===== src/rtl/piped_queue.sv =====
// piped_queue: first-word-fall-through queue. A distributed-RAM store
// feeds a registered head stage (dout), which can also step a bit field
// of the head entry in place. Total capacity is the RAM depth plus one.
module piped_queue #(
    parameter int WIDTH       = 33,
    parameter int DEPTH_LOG2  = 6,
    parameter int INC_LO      = 3,
    parameter int INC_HI      = 9,
    parameter int AFULL_LEVEL = 60
) (
    input  logic                  clk,
    input  logic                  rst,
    input  logic [WIDTH-1:0]      din,
    input  logic                  wr_en,
    input  logic                  rd_en,
    input  logic                  inc_field,
    output logic [WIDTH-1:0]      dout,
    output logic                  empty,
    output logic                  full,
    output logic                  almost_full,
    output logic [DEPTH_LOG2:0]   count,
    output logic                  overflow,
    output logic                  underflow
);

    localparam int DEPTH = 2 ** DEPTH_LOG2;
    localparam int CAP   = DEPTH + 1;
    localparam int CW    = DEPTH_LOG2 + 1;
    localparam int FW    = INC_HI - INC_LO + 1;

    localparam logic [DEPTH_LOG2-1:0] PTR_ONE = 1;
    localparam logic [CW-1:0]         CNT_ONE = 1;
    localparam logic [FW-1:0]         FLD_ONE = 1;

    logic [WIDTH-1:0]      mem [DEPTH];
    logic [DEPTH_LOG2-1:0] ra, wa;
    logic [CW-1:0]         rq_cnt;
    logic                  dout_full;

    logic rq_empty, rd, wr, ld, ram_we, ra_inc;

    assign rq_empty    = (rq_cnt == '0);
    assign count       = rq_cnt + {{(CW-1){1'b0}}, dout_full};
    assign empty       = ~dout_full;
    assign full        = (count == CW'(CAP));
    assign almost_full = (count >= CW'(AFULL_LEVEL));

    // A read frees a slot, so a write to a full queue is taken if it pairs with a read.
    assign rd = rd_en & dout_full;
    assign wr = wr_en & (~full | rd);

    // dout is reloaded on any pop that has a successor, or on a write into an
    // empty head. With an empty RAM the only possible source is din (bypass).
    assign ld     = (rd & (wr | ~rq_empty)) | (wr & ~dout_full);
    assign ram_we = wr & dout_full & ~(rd & rq_empty);
    assign ra_inc = rd & ~rq_empty;

    // Pointers, RAM occupancy, head-valid flag and sticky error flags.
    always_ff @(posedge clk) begin
        if (rst) begin
            ra        <= '0;
            wa        <= '0;
            rq_cnt    <= '0;
            dout_full <= 1'b0;
            overflow  <= 1'b0;
            underflow <= 1'b0;
        end else begin
            if (ra_inc) ra <= ra + PTR_ONE;
            if (ram_we) wa <= wa + PTR_ONE;
            case ({ram_we, ra_inc})
                2'b10:   rq_cnt <= rq_cnt + CNT_ONE;
                2'b01:   rq_cnt <= rq_cnt - CNT_ONE;
                default: rq_cnt <= rq_cnt;
            endcase
            if (ld)      dout_full <= 1'b1;
            else if (rd) dout_full <= 1'b0;
            overflow  <= overflow  | (wr_en & ~wr);
            underflow <= underflow | (rd_en & ~dout_full);
        end
    end

    // Head register: load takes priority; otherwise optionally step the field.
    always_ff @(posedge clk) begin
        if (!rst) begin
            if (ld)
                dout <= rq_empty ? din : mem[ra];
            else if (inc_field)
                dout[INC_HI:INC_LO] <= dout[INC_HI:INC_LO] + FLD_ONE;
        end
    end

    // RAM write port; the read port is the asynchronous mem[ra] above.
    always_ff @(posedge clk) begin
        if (!rst && ram_we) mem[wa] <= din;
    end

endmodule

===== config.mk =====
export PLATFORM = sky130hd
export DESIGN_NAME = piped_queue
export DESIGN_NICKNAME = d
export VERILOG_FILES = /design/src/rtl/piped_queue.sv
export SDC_FILE = /design/constraint.sdc
export NUM_CORES = 2
export LEC_CHECK = 0
export ABC_AREA = 0
export ABC_CLOCK_PERIOD_IN_PS = 5200
export BUFFER_PORTS_ARGS = -buffer_cell sky130_fd_sc_hd__buf_4
export CORE_MARGIN = 8
export CORE_UTILIZATION = 63
export DETAILED_ROUTE_END_ITERATION = 12
export MAX_ROUTING_LAYER = met4
export PLACE_DENSITY = 0.9
export SLEW_MARGIN = 10
export SYNTH_ARGS = -nofsm -noshare
export SYNTH_HDL_FRONTEND = slang
export SYNTH_SLANG_ARGS = --single-unit

===== constraint.sdc =====
create_clock -name clk -period 5.2 [get_ports clk]
set_input_delay 0.52 -clock clk [delete_from_list [all_inputs] [get_ports clk]]
set_output_delay 0.52 -clock clk [all_outputs]
set_load 0.005 [all_outputs]

======== Yosys cells after proc, flatten, opt, wreduce, memory -nomap -nowiden ========
Memories as Yosys holds them, arrays and structs flattened. A register that Yosys moved wholly into a read port is not among the register bits.
Index checks and enable logic that the tools add are counted.
cells by class
  add/subtract/negate cells ............... 6
  $lt $le $gt $ge ......................... 1
  eq/ne operators ......................... 3
  muxes and demuxes ....................... 10
  bitwise operators ....................... 21
  reductions and logical operators ........ 8
operator list
  cell                 count
  $mux 33              1
  $add 7x1->7 const B  2
  $mux 7               2
  $pmux 7 s2           1
  $add 6x1->6 const B  2
  $mux 6               2
  $and 1x1->1          10
  $add 7x1->7          1
  $eq 7x7->1 const B   1
  $ge 7x6->1 const B   1
  $logic_not 7->1      1
  $sub 7x1->7 const B  1
  $not 1->1            6
  $reduce_bool 2->1    3
  $or 1x1->1           5
  $mux 1               4
  $reduce_and 2->1     2
  $eq 2x1->1 const B   1
  $eq 2x2->1 const B   1
  $logic_and 1x1->1    1
  $logic_not 1->1      1
storage, ports and cells
  bits in registers ....................... 55
  bits in writable memories ............... 2,112
  bits of input ports ..................... 38
  output and inout port bits .............. 45
  word-level logic and storage cells ...... 58
  memories ................................ 1
memory list
  memory  words  bits a word  rd ports  clocked after memory_dff  wr ports  RTL line  RTL
  mem     64     33           1         1                         1         35        logic [WIDTH-1:0] mem [DEPTH];

======== Depth between registers and ports, before layout ========
  depth in word-level cells ............... 10
  depth in mapped cells ................... 17
  mapped depth without buffers ............ 16

======== Least setup slack after synthesis ========
OpenSTA, ideal clock, no wires.
  path kind ............................... flip-flop to flip-flop
  start point ............................. register rq_cnt[0]
  end point ............................... register rq_cnt[6]
  setup time .............................. 0.121 ns
  arrival ................................. 4.119 ns
  data required time ...................... 5.079 ns
  slack ................................... 0.960 ns
  stages on the path, launching flop included .. 18
  buffers on the path ..................... 1
  period minus slack after synthesis ...... 4.240 ns
  cells stage by stage .................... dfxtp_1 -> ha_1 -> ha_1 -> nand3_4 -> or3_1 -> and2_4 -> or4b_4 -> buf_6 -> and3_4 -> inv_1 -> ha_1 -> ha_1 -> a21o_1 -> a21oi_1 -> o21bai_1 -> a21oi_1 -> mux2i_1 -> mux2_2
on the way
  longest elaborated chain between the ends .. 9
RTL lines
  item                                             RTL line  RTL
  from (decl)                                      37        logic [CW-1:0] rq_cnt;
  from (signal assigned)                           71        2'b10: rq_cnt <= rq_cnt + CNT_ONE;
  from (signal assigned)                           72        2'b01: rq_cnt <= rq_cnt - CNT_ONE;
  from (signal assigned)                           73        default: rq_cnt <= rq_cnt;
  $add 7x1->7                                      43        assign count = rq_cnt + {{(CW-1){1'b0}}, dout_full};
  $eq 7x7->1                                       45        assign full = (count == CW'(CAP));
  $not 1->1                                        50        assign wr = wr_en & (~full | rd);
  $or 1x1->1                                       50
  $and 1x1->1                                      50
  $and 1x1->1 (2 in series)                        55        assign ram_we = wr & dout_full & ~(rd & rq_empty);
  $eq 2x1->1 or $eq 2x2->1 (tied branches)         70        case ({ram_we, ra_inc})
  $pmux 7 s2 or $reduce_bool 2->1 (tied branches)  -
Parallel ways exist; a longest one is shown, timed or not.
A chain may end at the register's enable or synchronous reset.

======== Worst setup path in the final report ========
Same ends and word-level chain as after synthesis.

==> reports/qor.yml <==
outcome:
  run_status: "completed"
die:
  die_y_um: 379.7
  die-area_um2: 144100
  floorplan.die.width_um: 379.7
  num_io_pins: 83
  core_region_area_um2: 131300
  start_util_pct: 63.45
  floorplan.rows: 133
sta:
  fin_skew_ns: 0.04844
  grt_setup_unrepaired: "no"
  timing.final.hold_violations: 0
  max_slew_margin_pct: 7.144
  slew_viol_final: 0
  fin_tns_setup_ns: 0
  worst-slew-pin-transition_ns: 1.390
  max_freq_ghz: 0.2143
  layout_worst_path_cycle_share_pct: 89.74
  layout_min_cycle_time_ns: 4.666
  finalSetupViolCount: 0
pwr:
  post-layout-total-power_mw: 35.07
  share_of_total_power_in_combinational_logic_pct: 2.2
  share_seq_of_total_power_pct: 55.0
  power_switching_share_pct: 21.63
  power.share.clock_pct: 42.8
  p_leak_nw: 27.98
  p_per_cell_area_nw_per_um2: 375.1
  net-switching-power_mw: 7.585
  irDropWorstVdd_mv: 0.4018
  internal-power_mw: 27.49
synth:
  postSynthAreaPerCell_um2: 23.12
  yosys_register_bits: 2173
  sequential_area_share_after_synthesis_pct: 77.99
  synthesis.instances: 3604
  syn-num-nets: 3654
  synth.lib_cells_used.distinct: 51
  synth_area_um2: 83310
  yosys_warnings: 0
routing:
  route.final.wire_length_um: 265200
  drtPass1Iterations: 6
  mean_routed_wirelength_per_cell_um: 46.00
  drt.antenna.violating_nets: 0
  routed_via_density: 7.880
  number_of_remaining_drc_errors: 0
  drtIter0Drc: 9889
  total_via_count_after_detailed_routing: 45419
worst_hold_path:
  worstHoldEndpoint: "rq_cnt[2]$_SDFFE_PP0P_"
  worst_hold_path_type: "primary input to flop"
  holdCritStartpoint: "rst"
  min_path_cells: 2
worst_setup_path:
  worstSetupStartpointType: "flop"
  critical_path.endpoint_type: "flop"
  critical_path_class: "flop to flop"
  timing.critical_path.required_ns: 5.93
  setup.reg_to_reg.worst_slack_ns: 0.53
  r2r_end: "rq_cnt[6]$_SDFFE_PP0P_"
  worst_ep_arrival_time_ns: 5.40
  crit_fanout: 8
  worst_r2r_path_depth: 16
  worst_r2r_start: "rq_cnt[0]$_SDFFE_PP0P_"
clocking:
  number_of_buffers_on_the_longest_clock_path: 3
  ctsHtreeMaxLevel: 4
  cts.repair_timing.setup_buffer_count: 0
  clkTransAtPathRegs_ns: 0.06
  cts_made_buffers: 197
  cts.sink_count: 2173
  cts_tree: "yes"
  clock_tree.root_cell: "clkbuf_16"
  worst_skew_pair.late_latency_ns: 0.88
final_layout:
  area_growth_syn_to_layout_pct: 12.24
  postLayoutCellArea_um2: 93510
  finish.utilization_pct: 71.22
  finish.net_count: 3869
  share_of_final_layout_standard_cells_stronger_than_drive_strength_1_pct: 29.27
  fillCellCount: 6557
placed_design:
  detailedPlacementHpwl_um: 128700
  placement.io_buffers: 82
  place.gp.congestion: 0.9569
  placedInstanceArea_um2: 87000
grt:
  number_of_antenna_violations_at_the_first_check_in_global_routing: 19
  global_route.overflow_total: 0
  vias_in_the_first_global_route: 44497
  grt_pass1_wl_um: 361600
  groute.usage.overall_pct: 36.83
  grt_max_degree: 89
run:
  max_cap_violations: 0
[per-layer routing]
metal | track usage [%] | share of wire, % | vias to the layer above
met5 | - | 0 | -
met4 | 21.51 | 8.7 | 0
met3 | 11.51 | 16 | 1359
met2 | 54.98 | 46 | 5808
met1 | 44.87 | 29 | 22452
li1 | - | - | 15800
[logic make-up (layout without fill, tap and decap cells)]
logic type	Yosys count	count (layout)	share of synthesized area, %
buffers and inverters	203	589	1.107
adder cells (fa/ha/maj)	12	12	0.1892
other	0	19	0
XOR/XNOR	18	18	0.1892
AO/OA/AOI/OAI	174	174	1.421
flip-flops	2173	2173	77.99
multiplexers	718	718	17.34
AND/OR/NAND/NOR	306	306	1.763
[flip-flops by register name, indices dropped and copies added, names as in the netlist, named ones only]
name / count
ra: 6
dout_full: 1
underflow: 1
dout: 33
mem: 2112
rq_cnt: 7
wa: 6
overflow: 1
[cell type report]
| cell class | instances | area [um2] | area share, % |
|---|---|---|---|
| multi-input cells | 1228 | 17940 | 19.19 |
| clock buffers | 238 | 5179 | 5.538 |
| inverters | 5 | 18.77 | 0.02007 |
| clock inverters | 132 | 1222 | 1.307 |
| repair buffers | 214 | 1912 | 2.045 |
| well taps | 1755 | 2196 | 2.348 |
| flip-flops and latches | 2173 | 64990 | 69.50 |
| diodes | 19 | 47.55 | 0.05085 |
[power groups by stage]
stage / registers (mW) / logic, mW / clock network [mW]
floorplan: 19.7 / 0.248 / 0
global placement: 19.7 / 0.652 / 0
detailed placement: 19.7 / 0.705 / 0
CTS: 19.3 / 0.739 / 14.9
global route: 19.3 / 0.775 / 15.5
finish: 19.3 / 0.777 / 15.0
[worst max-delay path: stages (launching register included)]
cell	delay (ns)
dfxtp_1	0.45
ha_1	0.27
ha_1	0.29
nand3_4	0.10
or3_1	0.40
and2_4	0.19
or4b_4	0.61
and3_4	0.23
inv_1	0.06
ha_1	0.33
ha_1	0.33
a21o_1	0.19
a21oi_1	0.24
o21bai_1	0.09
a21oi_1	0.20
mux2i_1	0.23
mux2_2	0.34
[synth_stat cells, drive strengths merged]
master / n / area [um2]
or3b: 1 / 8.760
o31ai: 4 / 30.03
buf: 120 / 610.6
nor3: 6 / 30.03
nor4b: 1 / 8.760
o22ai: 1 / 6.260
o21bai: 2 / 15.01
o211ai: 26 / 195.2
and3: 3 / 23.77
a211oi: 1 / 7.510
nor2b: 8 / 50.05
a21o: 2 / 15.01
xnor2: 9 / 78.83
nand4: 37 / 231.5
nor2: 98 / 367.9
o41a: 1 / 11.26
fa: 1 / 20.02
nor3b: 2 / 15.01
and2: 6 / 40.04
or4: 14 / 105.1
xor2: 9 / 78.83
a31oi: 8 / 50.05
nand2: 106 / 397.9
ha: 11 / 137.6
dfxtp: 28 / 560.5
nand2b: 5 / 31.28
inv: 5 / 18.77
nand3: 7 / 57.56
o21ai: 3 / 15.01
nor4: 1 / 21.27
o21a: 1 / 7.510
mux4: 580 / 13060
mux2i: 136 / 1361
clkbuf: 78 / 292.8
or4b: 1 / 13.76
a22oi: 82 / 615.6
nand3b: 3 / 22.52
edfxtp: 2145 / 64410
or3: 4 / 25.02
a21oi: 43 / 215.2
or2: 3 / 18.77
mux2: 2 / 26.27
[worst max path at each step]
stage                                 from                      to  cells past startpoint
finish              rq_cnt[0]$_SDFFE_PP0P_  rq_cnt[6]$_SDFFE_PP0P_                     16
global route        rq_cnt[0]$_SDFFE_PP0P_  rq_cnt[6]$_SDFFE_PP0P_                     16
CTS                 rq_cnt[0]$_SDFFE_PP0P_  rq_cnt[6]$_SDFFE_PP0P_                     16
detailed placement  rq_cnt[0]$_SDFFE_PP0P_  rq_cnt[6]$_SDFFE_PP0P_                     16
global placement    rq_cnt[0]$_SDFFE_PP0P_  rq_cnt[6]$_SDFFE_PP0P_                     16
floorplan           rq_cnt[0]$_SDFFE_PP0P_  rq_cnt[6]$_SDFFE_PP0P_                     17
[layout by cell type, fill, tap and decap left out, drive strengths merged, types with 14 or more instances in the layout]
cell type,count
clkinv,103
buf,212
a22oi,82
diode,19
nor2,98
nand4,37
or4,14
dfxtp,28
mux4,580
mux2i,136
o211ai,26
edfxtp,2145
a21oi,43
bufinv,18
nand2,106
clkbuf,238
[what timing repair did]
action	CTS	global route
resized for setup	0	0
endpoints found under the hold margin	2	0
hold buffers	2	0
[metrics by stage]
stage	worst slack, ns	instances	hold slack [ns]
5_1_grt	0.2622	5763	0.05088
4_1_cts	0.5593	5744	0.02661
3_3_place_gp	0.5770	5372	0.4952
3_5_place_dp	0.6126	5372	0.5199
6_report	0.5337	5764	0.07073
2_1_floorplan	0.9600	3604	0.4604
No activity file was read; power rests on OpenSTA's default activity.
